`config.mk`:
```
export PLATFORM = sky130hd
export DESIGN_NAME = ieee_to_fixed
export DESIGN_NICKNAME = d
export VERILOG_FILES = /design/src/rtl/ieee_to_fixed_pkg.sv /design/src/rtl/fixed_round_sat.sv /design/src/rtl/ieee_to_fixed.sv
export SDC_FILE = /design/constraint.sdc
export NUM_CORES = 1
export LEC_CHECK = 0
export ABC_CLOCK_PERIOD_IN_PS = 4800
export BUFFER_PORTS_ARGS = -buffer_cell sky130_fd_sc_hd__buf_4
export CORE_ASPECT_RATIO = 1.5
export CORE_UTILIZATION = 40
export CTS_BUF_LIST = sky130_fd_sc_hd__clkbuf_8
export CTS_CLUSTER_DIAMETER = 60
export DETAILED_ROUTE_END_ITERATION = 12
export MAX_ROUTING_LAYER = met4
export PLACE_DENSITY = 0.63
export SLEW_MARGIN = 5
export SYNTH_ARGS = -nofsm -noshare
export SYNTH_HDL_FRONTEND = slang
export SYNTH_SLANG_ARGS = --single-unit
```
`constraint.sdc`:
```
create_clock -name clk -period 4.8 [get_ports clk]
set_input_delay 0.72 -clock clk [delete_from_list [all_inputs] [get_ports clk]]
set_output_delay 0.72 -clock clk [all_outputs]
set_load 0.005 [all_outputs]
```
`src/rtl/ieee_to_fixed_pkg.sv`:
```
// Shared IEEE-754 single-precision field constants and operand classes
// for the float-to-fixed converter.
package ieee_to_fixed_pkg;

   localparam int IEEE_BIAS = 127;
   localparam int EXP_W     = 8;
   localparam int MAN_W     = 23;
   localparam int SIG_W     = MAN_W + 1;     // significand with hidden bit
   localparam int K_W       = 11;            // signed shift amount, covers -149..+167

   localparam logic [EXP_W-1:0] EXP_ONES = '1;

   typedef enum logic [1:0] {
      CLS_ZERO = 2'd0,
      CLS_NORM = 2'd1,
      CLS_INF  = 2'd2,
      CLS_NAN  = 2'd3
   } cls_e;

   // Denormals are grouped with zero: they are flushed, never converted.
   function automatic cls_e classify(input logic [EXP_W-1:0] e, input logic [MAN_W-1:0] m);
      cls_e c;
      if (e == '0)
         c = CLS_ZERO;
      else if (e == EXP_ONES)
         c = (m == '0) ? CLS_INF : CLS_NAN;
      else
         c = CLS_NORM;
      return c;
   endfunction

endpackage

```
`src/rtl/fixed_round_sat.sv`:
```
// Final-stage arithmetic: rounds the aligned magnitude, negates it and
// saturates to the signed OUT_W range. Purely combinational.
module fixed_round_sat
   import ieee_to_fixed_pkg::*;
#(
   parameter int OUT_W = 32,
   parameter int ROUND = 0
) (
   input  logic             sign_i,
   input  cls_e             cls_i,
   input  logic [OUT_W-1:0] mag_i,
   input  logic             guard_i,
   input  logic             sticky_i,
   input  logic             big_i,
   output logic [OUT_W-1:0] data_o,
   output logic             ovf_o,
   output logic             nan_o
);

   // Largest representable magnitudes per sign, one bit wider than the
   // output so a rounding carry-out is still visible to the compare.
   localparam logic [OUT_W:0]   POS_LIM = {2'b00, {(OUT_W-1){1'b1}}};
   localparam logic [OUT_W:0]   NEG_LIM = {2'b01, {(OUT_W-1){1'b0}}};
   localparam logic [OUT_W-1:0] SAT_POS = {1'b0, {(OUT_W-1){1'b1}}};
   localparam logic [OUT_W-1:0] SAT_NEG = {1'b1, {(OUT_W-1){1'b0}}};

   logic             round_up;
   logic [OUT_W:0]   mag_r;
   logic [OUT_W-1:0] mag_lo;
   logic             too_big;

   // Ties-to-even on the magnitude, so rounding is symmetric about zero.
   assign round_up = (ROUND != 0) && guard_i && (sticky_i || mag_i[0]);
   assign mag_r    = {1'b0, mag_i} + {{OUT_W{1'b0}}, round_up};
   assign mag_lo   = mag_r[OUT_W-1:0];
   assign too_big  = big_i || (sign_i ? (mag_r > NEG_LIM) : (mag_r > POS_LIM));

   // Select the result by operand class; only normal numbers go through rounding.
   always_comb begin
      data_o = '0;
      ovf_o  = 1'b0;
      nan_o  = 1'b0;
      case (cls_i)
         CLS_NAN: nan_o = 1'b1;
         CLS_INF: begin
            ovf_o  = 1'b1;
            data_o = sign_i ? SAT_NEG : SAT_POS;
         end
         CLS_NORM: begin
            if (too_big) begin
               ovf_o  = 1'b1;
               data_o = sign_i ? SAT_NEG : SAT_POS;
            end else begin
               data_o = sign_i ? -mag_lo : mag_lo;
            end
         end
         default: data_o = '0;
      endcase
   end

endmodule

```
`src/rtl/ieee_to_fixed.sv`:
```
// IEEE-754 single to signed fixed-point converter. Three-stage pipeline
// (unpack, align, round/saturate) with valid/ready flow control on both
// sides; stages advance whenever the stage ahead is empty or draining.
module ieee_to_fixed
   import ieee_to_fixed_pkg::*;
#(
   parameter int OUT_W     = 32,
   parameter int FRAC_BITS = 16,
   parameter int ROUND     = 0
) (
   input  logic             clk,
   input  logic             rst,
   input  logic [31:0]      in_data,
   input  logic             in_valid,
   output logic             in_ready,
   output logic [OUT_W-1:0] out_data,
   output logic             out_valid,
   input  logic             out_ready,
   output logic             out_ovf,
   output logic             out_nan
);

   localparam int RSH_MAX = SIG_W + 1;          // beyond this every bit is sticky
   localparam int EXT_W   = SIG_W + RSH_MAX;

   localparam logic signed [K_W-1:0] K_OFF   = K_W'(IEEE_BIAS + MAN_W);
   localparam logic signed [K_W-1:0] K_FRAC  = K_W'(FRAC_BITS);
   localparam logic signed [K_W-1:0] K_MAX   = K_W'(OUT_W - SIG_W);
   localparam logic signed [K_W-1:0] RSH_CAP = K_W'(RSH_MAX);

   // ---------------- pipeline control ----------------
   logic s1_valid_q, s2_valid_q, s3_valid_q;
   logic s1_valid_d, s2_valid_d, s3_valid_d;
   logic load1, load2, load3;

   assign load3    = s2_valid_q & (~s3_valid_q | out_ready);
   assign load2    = s1_valid_q & (~s2_valid_q | load3);
   assign in_ready = rst & (~s1_valid_q | load2);
   assign load1    = in_valid & in_ready;

   assign s1_valid_d = load1 | (s1_valid_q & ~load2);
   assign s2_valid_d = load2 | (s2_valid_q & ~load3);
   assign s3_valid_d = load3 | (s3_valid_q & ~out_ready);

   // Stage-valid bits; reset empties the pipe so in-flight words vanish.
   always_ff @(posedge clk or negedge rst) begin
      if (!rst) begin
         s1_valid_q <= 1'b0;
         s2_valid_q <= 1'b0;
         s3_valid_q <= 1'b0;
      end else begin
         s1_valid_q <= s1_valid_d;
         s2_valid_q <= s2_valid_d;
         s3_valid_q <= s3_valid_d;
      end
   end

   // ---------------- S1: unpack / classify ----------------
   logic [EXP_W-1:0]        exp_w;
   logic [MAN_W-1:0]        man_w;
   logic signed [K_W-1:0]   exp_s;
   cls_e                    s1_cls_d, s1_cls_q;
   logic [SIG_W-1:0]        s1_sig_d, s1_sig_q;
   logic signed [K_W-1:0]   s1_k_d, s1_k_q;
   logic                    s1_sign_q;

   assign exp_w    = in_data[30:23];
   assign man_w    = in_data[22:0];
   assign exp_s    = {3'b000, exp_w};
   assign s1_cls_d = classify(exp_w, man_w);
   assign s1_sig_d = {(s1_cls_d == CLS_NORM), man_w};
   // k = e - 150 + FRAC_BITS: how far the 24-bit significand must move left.
   assign s1_k_d   = exp_s - K_OFF + K_FRAC;

   // Capture the unpacked operand when a word is accepted.
   always_ff @(posedge clk or negedge rst) begin
      if (!rst) begin
         s1_sign_q <= 1'b0;
         s1_cls_q  <= CLS_ZERO;
         s1_sig_q  <= '0;
         s1_k_q    <= '0;
      end else if (load1) begin
         s1_sign_q <= in_data[31];
         s1_cls_q  <= s1_cls_d;
         s1_sig_q  <= s1_sig_d;
         s1_k_q    <= s1_k_d;
      end
   end

   // ---------------- S2: align shift ----------------
   logic                    s2_sign_q, s2_guard_q, s2_sticky_q, s2_big_q;
   logic                    s2_guard_d, s2_sticky_d, s2_big_d;
   cls_e                    s2_cls_q;
   logic [OUT_W-1:0]        s2_mag_d, s2_mag_q;
   logic signed [K_W-1:0]   neg_k;
   logic [4:0]              rsh;
   logic [EXT_W-1:0]        ext;

   assign neg_k = -s1_k_q;

   // Shift the significand into place; right shifts keep guard and sticky.
   // Any k above K_MAX puts the leading one at or past the sign bit.
   always_comb begin
      s2_guard_d  = 1'b0;
      s2_sticky_d = 1'b0;
      s2_mag_d    = '0;
      rsh         = '0;
      ext         = '0;
      s2_big_d    = (s1_cls_q == CLS_NORM) && (s1_k_q > K_MAX);
      if (s1_k_q >= 0) begin
         s2_mag_d = OUT_W'(s1_sig_q) << s1_k_q[7:0];
      end else begin
         rsh         = (neg_k > RSH_CAP) ? 5'(RSH_MAX) : neg_k[4:0];
         ext         = {s1_sig_q, {RSH_MAX{1'b0}}} >> rsh;
         s2_mag_d    = OUT_W'(ext[EXT_W-1 -: SIG_W]);
         s2_guard_d  = ext[RSH_MAX-1];
         s2_sticky_d = |ext[RSH_MAX-2:0];
      end
   end

   // Capture the aligned magnitude when S1 moves forward.
   always_ff @(posedge clk or negedge rst) begin
      if (!rst) begin
         s2_sign_q   <= 1'b0;
         s2_cls_q    <= CLS_ZERO;
         s2_mag_q    <= '0;
         s2_guard_q  <= 1'b0;
         s2_sticky_q <= 1'b0;
         s2_big_q    <= 1'b0;
      end else if (load2) begin
         s2_sign_q   <= s1_sign_q;
         s2_cls_q    <= s1_cls_q;
         s2_mag_q    <= s2_mag_d;
         s2_guard_q  <= s2_guard_d;
         s2_sticky_q <= s2_sticky_d;
         s2_big_q    <= s2_big_d;
      end
   end

   // ---------------- S3: round / negate / saturate ----------------
   logic [OUT_W-1:0] s3_data_d, s3_data_q;
   logic             s3_ovf_d, s3_ovf_q, s3_nan_d, s3_nan_q;

   fixed_round_sat #(
      .OUT_W (OUT_W),
      .ROUND (ROUND)
   ) u_round_sat (
      .sign_i   (s2_sign_q),
      .cls_i    (s2_cls_q),
      .mag_i    (s2_mag_q),
      .guard_i  (s2_guard_q),
      .sticky_i (s2_sticky_q),
      .big_i    (s2_big_q),
      .data_o   (s3_data_d),
      .ovf_o    (s3_ovf_d),
      .nan_o    (s3_nan_d)
   );

   // Output registers only load on advance, so they hold steady under stall.
   always_ff @(posedge clk or negedge rst) begin
      if (!rst) begin
         s3_data_q <= '0;
         s3_ovf_q  <= 1'b0;
         s3_nan_q  <= 1'b0;
      end else if (load3) begin
         s3_data_q <= s3_data_d;
         s3_ovf_q  <= s3_ovf_d;
         s3_nan_q  <= s3_nan_d;
      end
   end

   assign out_valid = s3_valid_q;
   assign out_data  = s3_data_q;
   assign out_ovf   = s3_ovf_q;
   assign out_nan   = s3_nan_q;

endmodule

```
==> impl_metrics.ini <==
[cells_and_area]
final_net_count = 1155
area_growth_pct = 9.20
layout.cells.non_filler = 1388
drive_gt1_share_pct = 16.5
num_antenna_cells = 0

[drt]
drtPass1Iterations = 6
drc = 0
routed_wl_um = 30100
dr.first_iter.drc_count = 912
vias = 8846
via_per_inst = 6.37
final_antenna_net_count = 0
wire_per_inst_um = 21.7

[clocking]
post_cts_buffers = 0
cts_hold_buf = 0
clkTransAtPathRegs_ps = 120
cts_resized = 0
cts_inserted_buffers = 9
insertion_delay_ps = 410
root_buffer = clkbuf_8
cts_tree = built
htree_levels = 3
cts_buffer_depth = 2
clkSinkCount = 110

[synthesis]
synth-edff-count = 0
synth-seq-cells = 110
synth_ff_type = dfrtp_1
yosys_warnings = 0
syn_inst = 1108
synth-seq-area-share_pct = 30.8
synth_nets = 1152
async_reset_ff_share_pct = 100
syn-cell-area_um2 = 8950
syn_avg_cell_area_um2 = 8.08
yosysUniqueCellTypes = 74

[placement]
place_hpwl_um = 23000
dp_slack_ps = 1000
portBuffers = 71
dp.cells = 1372
gp_congestion = 0.982

[die]
dieArea_um2 = 23000
die_w_um = 124
ios = 72
die_y_um = 185
floorplan.initialDensity_pct = 41.0
core_um2 = 21800
row_count = 66

[setup_path]
worstPathRequired_ps = 5130
crit_type = reg -> reg
cp-end-kind = flop
start_kind = flop
arrival_ps = 4260
worst-path-max-fanout = 25

[sta]
fin_skew_ps = 15.6
slew-limit-headroom_pct = 28.0
slew_viol_final = 0
worst_pin_slew_ps = 1080
hold_viol = 0
fmax_mhz = 255
layout_setup_ws_ps = 871
period_minus_slack_ps = 3930
setup_tns_ps = 0
setup_violations = 0
period_share_pct = 81.9
rsz0062_at_grt = false

[power_and_ir_drop]
power_mw = 4.12
power_density_nw_per_um2 = 422
pwr-share-comb_pct = 52.9
p_leak_nw = 3.91
p_seq_share_pct = 33.5
intPower_mw = 2.16
clkPwrFrac_pct = 13.5
p_sw_share_pct = 47.5
ir_drop_mv = 0.187
switching_power_mw = 1.96

[outcome]
outcome = finished, final reports clean

[grt]
grt_pass1_vias = 8217
grt_pass1_wl_um = 46800
gr-total-overflow = 0
grt_antenna_before_repair = 0
grt.total_usage_pct = 27.6
grt_max_degree = 73

[hold_path]
hold_class = in -> async

[flow_run]
maxCapViolations = 0
cell usage after synthesis (all sizes together) (6+ instances only):
master,instances,share of area [%]
dfrtp,110,31
o211ai,7,0.59
nand4,6,0.42
nor3,26,1.5
mux4,16,4.0
nand2,121,5.1
xnor2,8,0.78
o21ai,124,6.9
o21a,11,0.92
a21o,6,0.50
clkbuf,73,3.1
inv,13,0.55
a22o,9,0.88
nand3,40,2.2
nand2b,21,1.5
a21oi,66,3.7
ha,8,1.1
o22ai,21,1.5
nor4,13,1.1
mux2,36,4.5
nor2b,11,0.77
xor2,7,0.69
a221oi,8,0.78
nor2,101,4.3
a211oi,16,1.3
o31ai,16,1.3
and2,9,0.63
or4,7,0.63
a31oi,19,1.3
a22oi,8,0.67
a221o,17,1.9
buf,31,1.7
or3,12,0.90
mux2i,40,4.5
worst max-delay path, stage by stage, from the launching register on:
cell      delay, ps
dfrtp_2         370
buf_4           340
nor3_1          150
xnor2_1         690
a32oi_1         350
a31oi_1         770
buf_4           330
a21oi_1          90
o31ai_1         440
a211oi_1        140
a21oi_1         160
final timing paths:
kind | endpoint | slack (ps) | cells after the start | from
setup / recovery | s2_mag_q[1] | 870 | 10 | s1_k_q[0]
hold / removal | s2_mag_q[28] | 290 | 1 | rst
setup reg to reg | s2_mag_q[1] | 870 | 10 | s1_k_q[0]
hold reg to reg | out_data[11] | 490 | 2 | out_data[11]
max in group asynchronous | s1_k_q[0] | 3090 | 2 | rst
min in group clk | out_data[11] | 490 | 2 | out_data[11]
flip-flops by register name, summed over array words and instances (netlist names), 2 cells and up:
register	cells
out_data	32
s2_mag_q	32
s1_sig_q	24
s1_k_q	10
s1_cls_q	2
s2_cls_q	2
power groups by stage:
stage	Combinational [mW]	Sequential (mW)	Clock, mW
after floorplan	1.58	1.26	0
after global placement	2.14	1.39	0
after detailed placement	2.14	1.39	0
after CTS	2.15	1.37	0.575
after global routing	2.38	1.41	0.610
final	2.18	1.38	0.558
cell usage in the layout (no fill, tap or decap), types with 17 or more instances in the layout:
master    netlist  final
a221o_1        17     17
buf_4           0     96
nor2_1         98     97
nand2b_1       21     21
nand3_1        40     40
mux2_2         36     36
nand2_1       121    120
dfrtp_1       110    109
mux2i_1        40     40
a31oi_1        19     19
o22ai_1        21     21
a21oi_1        66     66
o21ai_0       119    119
nor3_1         25     25
per-layer routing:
metal | share of wire, % | global-route usage [%]
met2 | 50 | 46.5
met5 | 0 | -
met1 | 39 | 31.0
met4 | 6.6 | 16.3
met3 | 4.2 | 3.29
per-stage QoR:
step	hold slack (ps)	cell area [um^2]	util (%)
2_1_floorplan	424	8950	-
3_3_place_gp	464	9590	44.0
3_5_place_dp	472	9590	44.0
4_1_cts	281	9770	44.8
5_1_grt	300	9770	44.8
6_report	289	9770	44.8
cell type report:
| type | instances | area, um^2 |
|---|---|---|
| Fill cell | 2206 | 12000 |
| Multi-Input combinational cell | 881 | 5730 |
| Sequential cell | 110 | 2750 |
| Timing Repair Buffer | 96 | 721 |
| Tap cell | 272 | 340 |
| Clock buffer | 9 | 124 |
| Clock inverter | 7 | 55.1 |
| Inverter | 13 | 48.8 |
logic make-up (layout without fill, tap and decap cells):
kind of cell	Yosys count	in the layout	synth area share, %
buffers and inverters	117	125	5.36
and+or+nand+nor	382	382	20.3
AOI/OAI and AO/OA	384	384	28.0
adders and majority gates	8	8	1.12
xor gates and xnor gates	15	15	1.47
DFF	110	110	30.8
muxes	92	92	13.0
(Power assumes the default switching activity.)
